--- src/rtl/vga_timing_pkg.sv ---
// ---------------------------------------------------------------------------
// vga_timing_pkg
//   Shared constants and types for the 640x480@60 Hz VGA timing generator.
//   Holds the default horizontal/vertical timing (visible, porches, sync),
//   the derived line/frame totals, the sync and visible window boundaries,
//   the 10-bit raster coordinate type and the registered output bundle.
// ---------------------------------------------------------------------------
package vga_timing_pkg;

  // Horizontal timing in pixels.
  localparam int H_VISIBLE_DEF = 640;
  localparam int H_FRONT_DEF   = 16;
  localparam int H_SYNC_DEF    = 96;
  localparam int H_BACK_DEF    = 48;

  // Vertical timing in lines.
  localparam int V_VISIBLE_DEF = 480;
  localparam int V_FRONT_DEF   = 10;
  localparam int V_SYNC_DEF    = 2;
  localparam int V_BACK_DEF    = 33;

  // Derived totals: 800 x 525 = 420000 pixel clocks per frame.
  localparam int H_TOTAL_DEF = H_VISIBLE_DEF + H_FRONT_DEF + H_SYNC_DEF + H_BACK_DEF;
  localparam int V_TOTAL_DEF = V_VISIBLE_DEF + V_FRONT_DEF + V_SYNC_DEF + V_BACK_DEF;

  // Sync windows are half-open [start, end): hsync 656..751, vsync 490..491.
  localparam int H_SYNC_START_DEF = H_VISIBLE_DEF + H_FRONT_DEF;
  localparam int H_SYNC_END_DEF   = H_SYNC_START_DEF + H_SYNC_DEF;
  localparam int V_SYNC_START_DEF = V_VISIBLE_DEF + V_FRONT_DEF;
  localparam int V_SYNC_END_DEF   = V_SYNC_START_DEF + V_SYNC_DEF;

  // Raster coordinates are 10 bits wide (enough for 0..799 and 0..524).
  localparam int COORD_W = 10;
  typedef logic [COORD_W-1:0] coord_t;

  // Registered per-pixel outputs, decoded one cycle early from the next
  // counter values so they line up with DrawX/DrawY.
  typedef struct packed {
    logic hs;           // active low
    logic vs;           // active low
    logic blank;        // 1 = visible region
    logic frame_start;  // 1 while at (0,0)
  } raster_out_t;

  localparam raster_out_t RASTER_OUT_RESET = '{
    hs:          1'b1,
    vs:          1'b1,
    blank:       1'b0,
    frame_start: 1'b0
  };

  // True when pos lies in the half-open window [lo, hi).
  function automatic logic in_window(input coord_t pos, input coord_t lo, input coord_t hi);
    return (pos >= lo) && (pos < hi);
  endfunction

endpackage

--- src/rtl/vga_anim_ticker.sv ---
// ---------------------------------------------------------------------------
// vga_anim_ticker
//   Sprite animation frame index, stepped once every ANIM_DIV completed
//   display frames.
//
//   Ports
//     clk          in   pixel clock, rising edge
//     rst_n        in   asynchronous active-low reset
//     frame_entry  in   1 on the edge whose next raster position is (0,0)
//     anim_en      in   1 = count completed frames, 0 = hold index/divider
//     anim_restart in   synchronous clear of index and divider (priority)
//     anim_frame   out  current animation frame index, 0..ANIM_FRAMES-1
//
//   The first frame entry after reset only arms the ticker (primed), because
//   no frame has been completed yet at that point.
// ---------------------------------------------------------------------------
module vga_anim_ticker #(
  parameter int ANIM_DIV    = 4,  // completed frames per step, >= 1
  parameter int ANIM_FRAMES = 8,  // index wraps to 0 after ANIM_FRAMES-1
  parameter int ANIM_W      = 4   // width of anim_frame
) (
  input  logic              clk,
  input  logic              rst_n,
  input  logic              frame_entry,
  input  logic              anim_en,
  input  logic              anim_restart,
  output logic [ANIM_W-1:0] anim_frame
);

  localparam int DIV_W = (ANIM_DIV > 1) ? $clog2(ANIM_DIV) : 1;

  localparam logic [DIV_W-1:0]  DIV_LAST   = DIV_W'(ANIM_DIV - 1);
  localparam logic [ANIM_W-1:0] FRAME_LAST = ANIM_W'(ANIM_FRAMES - 1);

  logic [DIV_W-1:0]  div_q,    div_d;
  logic              primed_q, primed_d;
  logic [ANIM_W-1:0] frame_q,  frame_d;

  always_comb begin
    div_d    = div_q;
    primed_d = primed_q;
    frame_d  = frame_q;

    if (frame_entry) begin
      if (!primed_q) begin
        primed_d = 1'b1;
      end else if (anim_en) begin
        if (div_q == DIV_LAST) begin
          div_d   = '0;
          frame_d = (frame_q == FRAME_LAST) ? '0 : frame_q + ANIM_W'(1);
        end else begin
          div_d = div_q + DIV_W'(1);
        end
      end
    end

    // Restart wins over a coincident advance; primed is left alone so the
    // next frame entry still counts.
    if (anim_restart) begin
      div_d   = '0;
      frame_d = '0;
    end
  end

  always_ff @(posedge clk or negedge rst_n) begin
    if (!rst_n) begin
      div_q    <= '0;
      primed_q <= 1'b0;
      frame_q  <= '0;
    end else begin
      div_q    <= div_d;
      primed_q <= primed_d;
      frame_q  <= frame_d;
    end
  end

  assign anim_frame = frame_q;

endmodule

--- src/rtl/vga_timing_gen.sv ---
// ---------------------------------------------------------------------------
// vga_timing_gen
//   640x480@60 Hz VGA raster timing from the 25 MHz pixel clock.
//
//   Ports
//     vga_clk      in   pixel clock, all logic on the rising edge
//     reset_n      in   asynchronous active-low reset
//     anim_en      in   1 = animation index may advance
//     anim_restart in   synchronous clear of animation index and divider
//     DrawX        out  current pixel column, 0..H_TOTAL-1 (counter register)
//     DrawY        out  current line, 0..V_TOTAL-1 (counter register)
//     hs           out  horizontal sync, active low
//     vs           out  vertical sync, active low
//     blank        out  1 = visible region, 0 = blanking
//     frame_start  out  one-cycle pulse while (DrawX,DrawY) = (0,0)
//     anim_frame   out  sprite animation frame index
//
//   Reset parks the counters on the last pixel of the frame so the first
//   edge after release lands on (0,0) and starts a complete frame.
//   hs/vs/blank/frame_start are registered from the next counter values,
//   so they always describe the current DrawX/DrawY with no combinational
//   path from the counters to the pins.
// ---------------------------------------------------------------------------
module vga_timing_gen
  import vga_timing_pkg::*;
#(
  parameter int H_VISIBLE   = H_VISIBLE_DEF,
  parameter int H_FRONT     = H_FRONT_DEF,
  parameter int H_SYNC      = H_SYNC_DEF,
  parameter int H_BACK      = H_BACK_DEF,
  parameter int V_VISIBLE   = V_VISIBLE_DEF,
  parameter int V_FRONT     = V_FRONT_DEF,
  parameter int V_SYNC      = V_SYNC_DEF,
  parameter int V_BACK      = V_BACK_DEF,
  parameter int ANIM_DIV    = 4,
  parameter int ANIM_FRAMES = 8,
  parameter int ANIM_W      = 4
) (
  input  logic              vga_clk,
  input  logic              reset_n,
  input  logic              anim_en,
  input  logic              anim_restart,
  output logic [9:0]        DrawX,
  output logic [9:0]        DrawY,
  output logic              hs,
  output logic              vs,
  output logic              blank,
  output logic              frame_start,
  output logic [ANIM_W-1:0] anim_frame
);

  localparam int H_TOTAL = H_VISIBLE + H_FRONT + H_SYNC + H_BACK;
  localparam int V_TOTAL = V_VISIBLE + V_FRONT + V_SYNC + V_BACK;

  localparam coord_t H_LAST       = coord_t'(H_TOTAL - 1);
  localparam coord_t V_LAST       = coord_t'(V_TOTAL - 1);
  localparam coord_t H_VIS_END    = coord_t'(H_VISIBLE);
  localparam coord_t V_VIS_END    = coord_t'(V_VISIBLE);
  localparam coord_t H_SYNC_START = coord_t'(H_VISIBLE + H_FRONT);
  localparam coord_t H_SYNC_END   = coord_t'(H_VISIBLE + H_FRONT + H_SYNC);
  localparam coord_t V_SYNC_START = coord_t'(V_VISIBLE + V_FRONT);
  localparam coord_t V_SYNC_END   = coord_t'(V_VISIBLE + V_FRONT + V_SYNC);

  coord_t      draw_x_q, draw_x_d;
  coord_t      draw_y_q, draw_y_d;
  raster_out_t out_q,    out_d;

  logic h_wrap;
  logic v_wrap;
  logic frame_entry;

  // NOTE: every signal assigned in an always_comb gets a default on entry;
  // a path that leaves one unassigned would infer a latch.
  always_comb begin
    h_wrap      = (draw_x_q == H_LAST);
    v_wrap      = (draw_y_q == V_LAST);
    frame_entry = h_wrap && v_wrap;

    draw_x_d = h_wrap ? '0 : draw_x_q + coord_t'(1);
    draw_y_d = draw_y_q;
    if (h_wrap) begin
      draw_y_d = v_wrap ? '0 : draw_y_q + coord_t'(1);
    end

    // Decode from the next position so the registered flags align with the
    // counters they describe.
    out_d.hs          = !in_window(draw_x_d, H_SYNC_START, H_SYNC_END);
    out_d.vs          = !in_window(draw_y_d, V_SYNC_START, V_SYNC_END);
    out_d.blank       = (draw_x_d < H_VIS_END) && (draw_y_d < V_VIS_END);
    out_d.frame_start = frame_entry;
  end

  // NOTE: sequential state is updated with non-blocking assignments so every
  // flop samples the pre-edge values regardless of statement order.
  always_ff @(posedge vga_clk or negedge reset_n) begin
    if (!reset_n) begin
      draw_x_q <= H_LAST;
      draw_y_q <= V_LAST;
      out_q    <= RASTER_OUT_RESET;
    end else begin
      draw_x_q <= draw_x_d;
      draw_y_q <= draw_y_d;
      out_q    <= out_d;
    end
  end

  vga_anim_ticker #(
    .ANIM_DIV    (ANIM_DIV),
    .ANIM_FRAMES (ANIM_FRAMES),
    .ANIM_W      (ANIM_W)
  ) u_anim_ticker (
    .clk          (vga_clk),
    .rst_n        (reset_n),
    .frame_entry  (frame_entry),
    .anim_en      (anim_en),
    .anim_restart (anim_restart),
    .anim_frame   (anim_frame)
  );

  assign DrawX       = draw_x_q;
  assign DrawY       = draw_y_q;
  assign hs          = out_q.hs;
  assign vs          = out_q.vs;
  assign blank       = out_q.blank;
  assign frame_start = out_q.frame_start;

endmodule

--- config.mk ---
export PLATFORM = sky130hd
export DESIGN_NAME = vga_timing_gen
export DESIGN_NICKNAME = d
export VERILOG_FILES = /design/src/rtl/vga_timing_pkg.sv /design/src/rtl/vga_anim_ticker.sv /design/src/rtl/vga_timing_gen.sv
export SDC_FILE = /design/constraint.sdc
export NUM_CORES = 1
export LEC_CHECK = 0
export BUFFER_PORTS_ARGS = -buffer_cell sky130_fd_sc_hd__buf_4
export CAP_MARGIN = 20
export CORE_MARGIN = 4
export CORE_UTILIZATION = 50
export CTS_CLUSTER_SIZE = 8
export DETAILED_ROUTE_END_ITERATION = 8
export GPL_TIMING_DRIVEN = 0
export PLACE_DENSITY = 0.73
export SETUP_SLACK_MARGIN = 0.5
export SLEW_MARGIN = 5
export SYNTH_ARGS = -nofsm -noshare
export SYNTH_HDL_FRONTEND = slang
export SYNTH_SLANG_ARGS = --single-unit
--- constraint.sdc ---
create_clock -name vga_clk -period 4.12 [get_ports vga_clk]
set_input_delay 0.824 -clock vga_clk [delete_from_list [all_inputs] [get_ports vga_clk]]
set_output_delay 0.824 -clock vga_clk [all_outputs]
set_load 0.02 [all_outputs]
==> qor.csv <==
metric;value;unit
outcome;completed;
grt_use_total;0.188;
die_w;65.6;um
avgSynthCellArea;10.3;um^2
final_common_cell;buf_4;
syn_to_final_growth;21.5;%
syn_nets;171;
pre_cts_slack;1.66;ns
rows;20;
synth-simple-area-share;0.256;
maxSlewHeadroom;0.691;
cts_root_buf;clkbuf_4;
fmax;396;MHz
grt_overflow;0;
htreeDepth;2;
slew_viol_final;0;
slowest_stage;dfstp_2;
timing.hold.ws;0.395;ns
hpwl;2640;um
vias;1376;
cts_resized;0;
drt_iter0_markers;122;
power.leakage;0.000856;uW
hold_buffers;0;
cts_sinks;31;
fin_crit;2.52;ns
grt_pass1_vias;1346;
synth_seq_area_share;0.477;
setup_tns;0;ns
finalSetupViolCount;0;
fin_ws;1.60;ns
rsz0062_at_grt;no;
grt_max_degree;32;
die_h;65.6;um
dieArea;0.00430;mm^2
drive_gt1_frac;0.315;
cp-start-kind;flip-flop;
synthCells;161;
globalplace.congestion;0.830;
fin_crit_sh;0.612;
end_kind;flip-flop;
boundaryPins;32;
cp_data_required_time;4.38;ns
drc;0;
vdd_drop_max;0.000138;V
cap_violations;0;
powerDensity;258;mW/mm^2
layout_common_cells;buf_4, dfrtp_1, nor2_1;
synth_top_area_frac;0.287;
cts_buffer_depth;2;
synth_warnings;0;
final.setup_skew;0.0135;ns
initial_core_util;0.534;
synth_top_family_by_area;simple AND/OR/NAND/NOR gates;
synthTopCellsByArea;dfrtp_1, dfstp_2, ha_1, mux2i_1, nor2_1;
design.core.area;0.00310;mm^2
cts_setup_buffers;0;
synth_cell_types;41;
synthAdderAreaFrac;0.0453;
io_buffers;31;
n_antenna_cell;0;
grt_first_pass_wirelength;6150;um
worst-path-max-fanout;7;
min_path_type;input pin to asynchronous set/reset pin;
worst_pin_slew;0.461;ns
worst_path_largest_cell_delay;0.59;ns
antenna_left;0;
nets;209;
hold_violations;0;
dr.pass1.iters;4;
drt-vias-per-instance;5.64;
wl;3630;um
cp_cell_sequence;ha_1 > and4_1 > nand4_1 > or3_1 > a211oi_1 > nand4bb_1;
cts_tree;done;
grt_antenna_before_repair;0;
synth_compound_area_frac;0.0883;
synth_top_area_cell;dfrtp_1;
cts_buffers;5;
synthMuxAreaShare;0.0423;
yosys_register_bits;31;
syn-cell-area;0.00166;mm^2
clkTransAtPathRegs;0.11;ns
crit_type;flip-flop to flip-flop;
routedWlPerCell;14.9;um
synth_xor_area_frac;0.0581;
nFillCells;287;
arrival;2.78;ns
clkLatencyLatePin;0.34;ns
[where the power goes]
part | switching (uW) | leakage (uW) | internal, uW | total, uW
Combinational | 6.61 | 0.000438 | 1.88 | 8.49
Sequential | 0 | 0.000380 | 305 | 305
Clock | 107 | 0.0000386 | 100 | 207
[synth_stat cells (all sizes together)]
| cell type | count |
|---|---|
| o21ai | 7 |
| nor2 | 17 |
| ha | 6 |
| nand3 | 12 |
| nor4 | 5 |
| clkbuf | 1 |
| o21a | 1 |
| or3 | 3 |
| a211oi | 2 |
| buf | 3 |
| nor3 | 8 |
| dfstp | 12 |
| a31oi | 5 |
| nor2b | 2 |
| nand4 | 6 |
| or2 | 2 |
| nand2 | 10 |
| a22o | 1 |
| or3b | 1 |
| nand4b | 1 |
| and4 | 1 |
| xor2 | 4 |
| inv | 8 |
| mux2i | 7 |
| and2 | 1 |
| a21oi | 3 |
| or4b | 1 |
| o31a | 1 |
| a41oi | 1 |
| nand4bb | 1 |
| a31o | 1 |
| dfrtp | 19 |
| xnor2 | 7 |
| o31ai | 1 |
[critical path, delay by kind of cell (launching register included)]
family | cells | cell delay (ns)
fa+ha+maj | 1 | 0.30
compound gates | 1 | 0.45
flops | 1 | 0.59
simple gates | 4 | 1.11
[state kept, by name, summed over array words and instances, names as in the netlist]
name,cells
blank,1
u_anim_ticker.anim_frame,4
frame_start,1
u_anim_ticker.div_q,2
DrawX,10
hs,1
vs,1
u_anim_ticker.primed_q,1
DrawY,10
[layout make-up]
type | count | area (um^2) | share of cell area
multi-input cells | 118 | 812 | 0.403
flip-flops and latches | 31 | 791 | 0.393
repair buffers | 31 | 233 | 0.116
clock buffers | 8 | 68.8 | 0.0342
well taps | 44 | 55.1 | 0.0273
inverters | 8 | 30.0 | 0.0149
plain buffers | 4 | 25.0 | 0.0124
[path summary, 6_finish.rpt]
| path | startpoint | endpoint | slack (ns) | cells after the start |
|---|---|---|---|---|
| setup reg to reg | DrawX[0] | vs | 1.60 | 6 |
| hold / removal | reset_n | DrawY[6] | 0.39 | 1 |
| min in group vga_clk | u_anim_ticker.primed_q | u_anim_ticker.primed_q | 0.52 | 1 |
| setup / recovery | DrawX[0] | vs | 1.60 | 6 |
| hold reg to reg | u_anim_ticker.primed_q | u_anim_ticker.primed_q | 0.52 | 1 |
| max in group asynchronous | reset_n | DrawX[8] | 3.39 | 1 |
[metrics by stage]
stage / std cells / total power [uW] / cell area, um^2 / utilization
final: 244 / 520 / 2010 / 0.649
after global placement: 236 / 319 / 1950 / 0.627
after CTS: 244 / 524 / 2010 / 0.649
after floorplan: 161 / 310 / 1660 / -
after detailed placement: 236 / 319 / 1950 / 0.627
after global routing: 244 / 545 / 2010 / 0.649
[metal layers]
layer  track usage  routed length, um  vias to the layer above
met5             0                  0                        -
met4        0.0959                 89                        0
met3        0.0462                176                       10
met2         0.301               1740                       37
met1         0.233               1620                      669
li1              -                  -                      660
[cell families after synthesis]
logic type      Yosys count
fa+ha+maj                 6
simple gates             71
mux                       7
compound gates           23
buf+inv                  12
flops                    31
xor+xnor                 11
(Power assumes the default switching activity.)
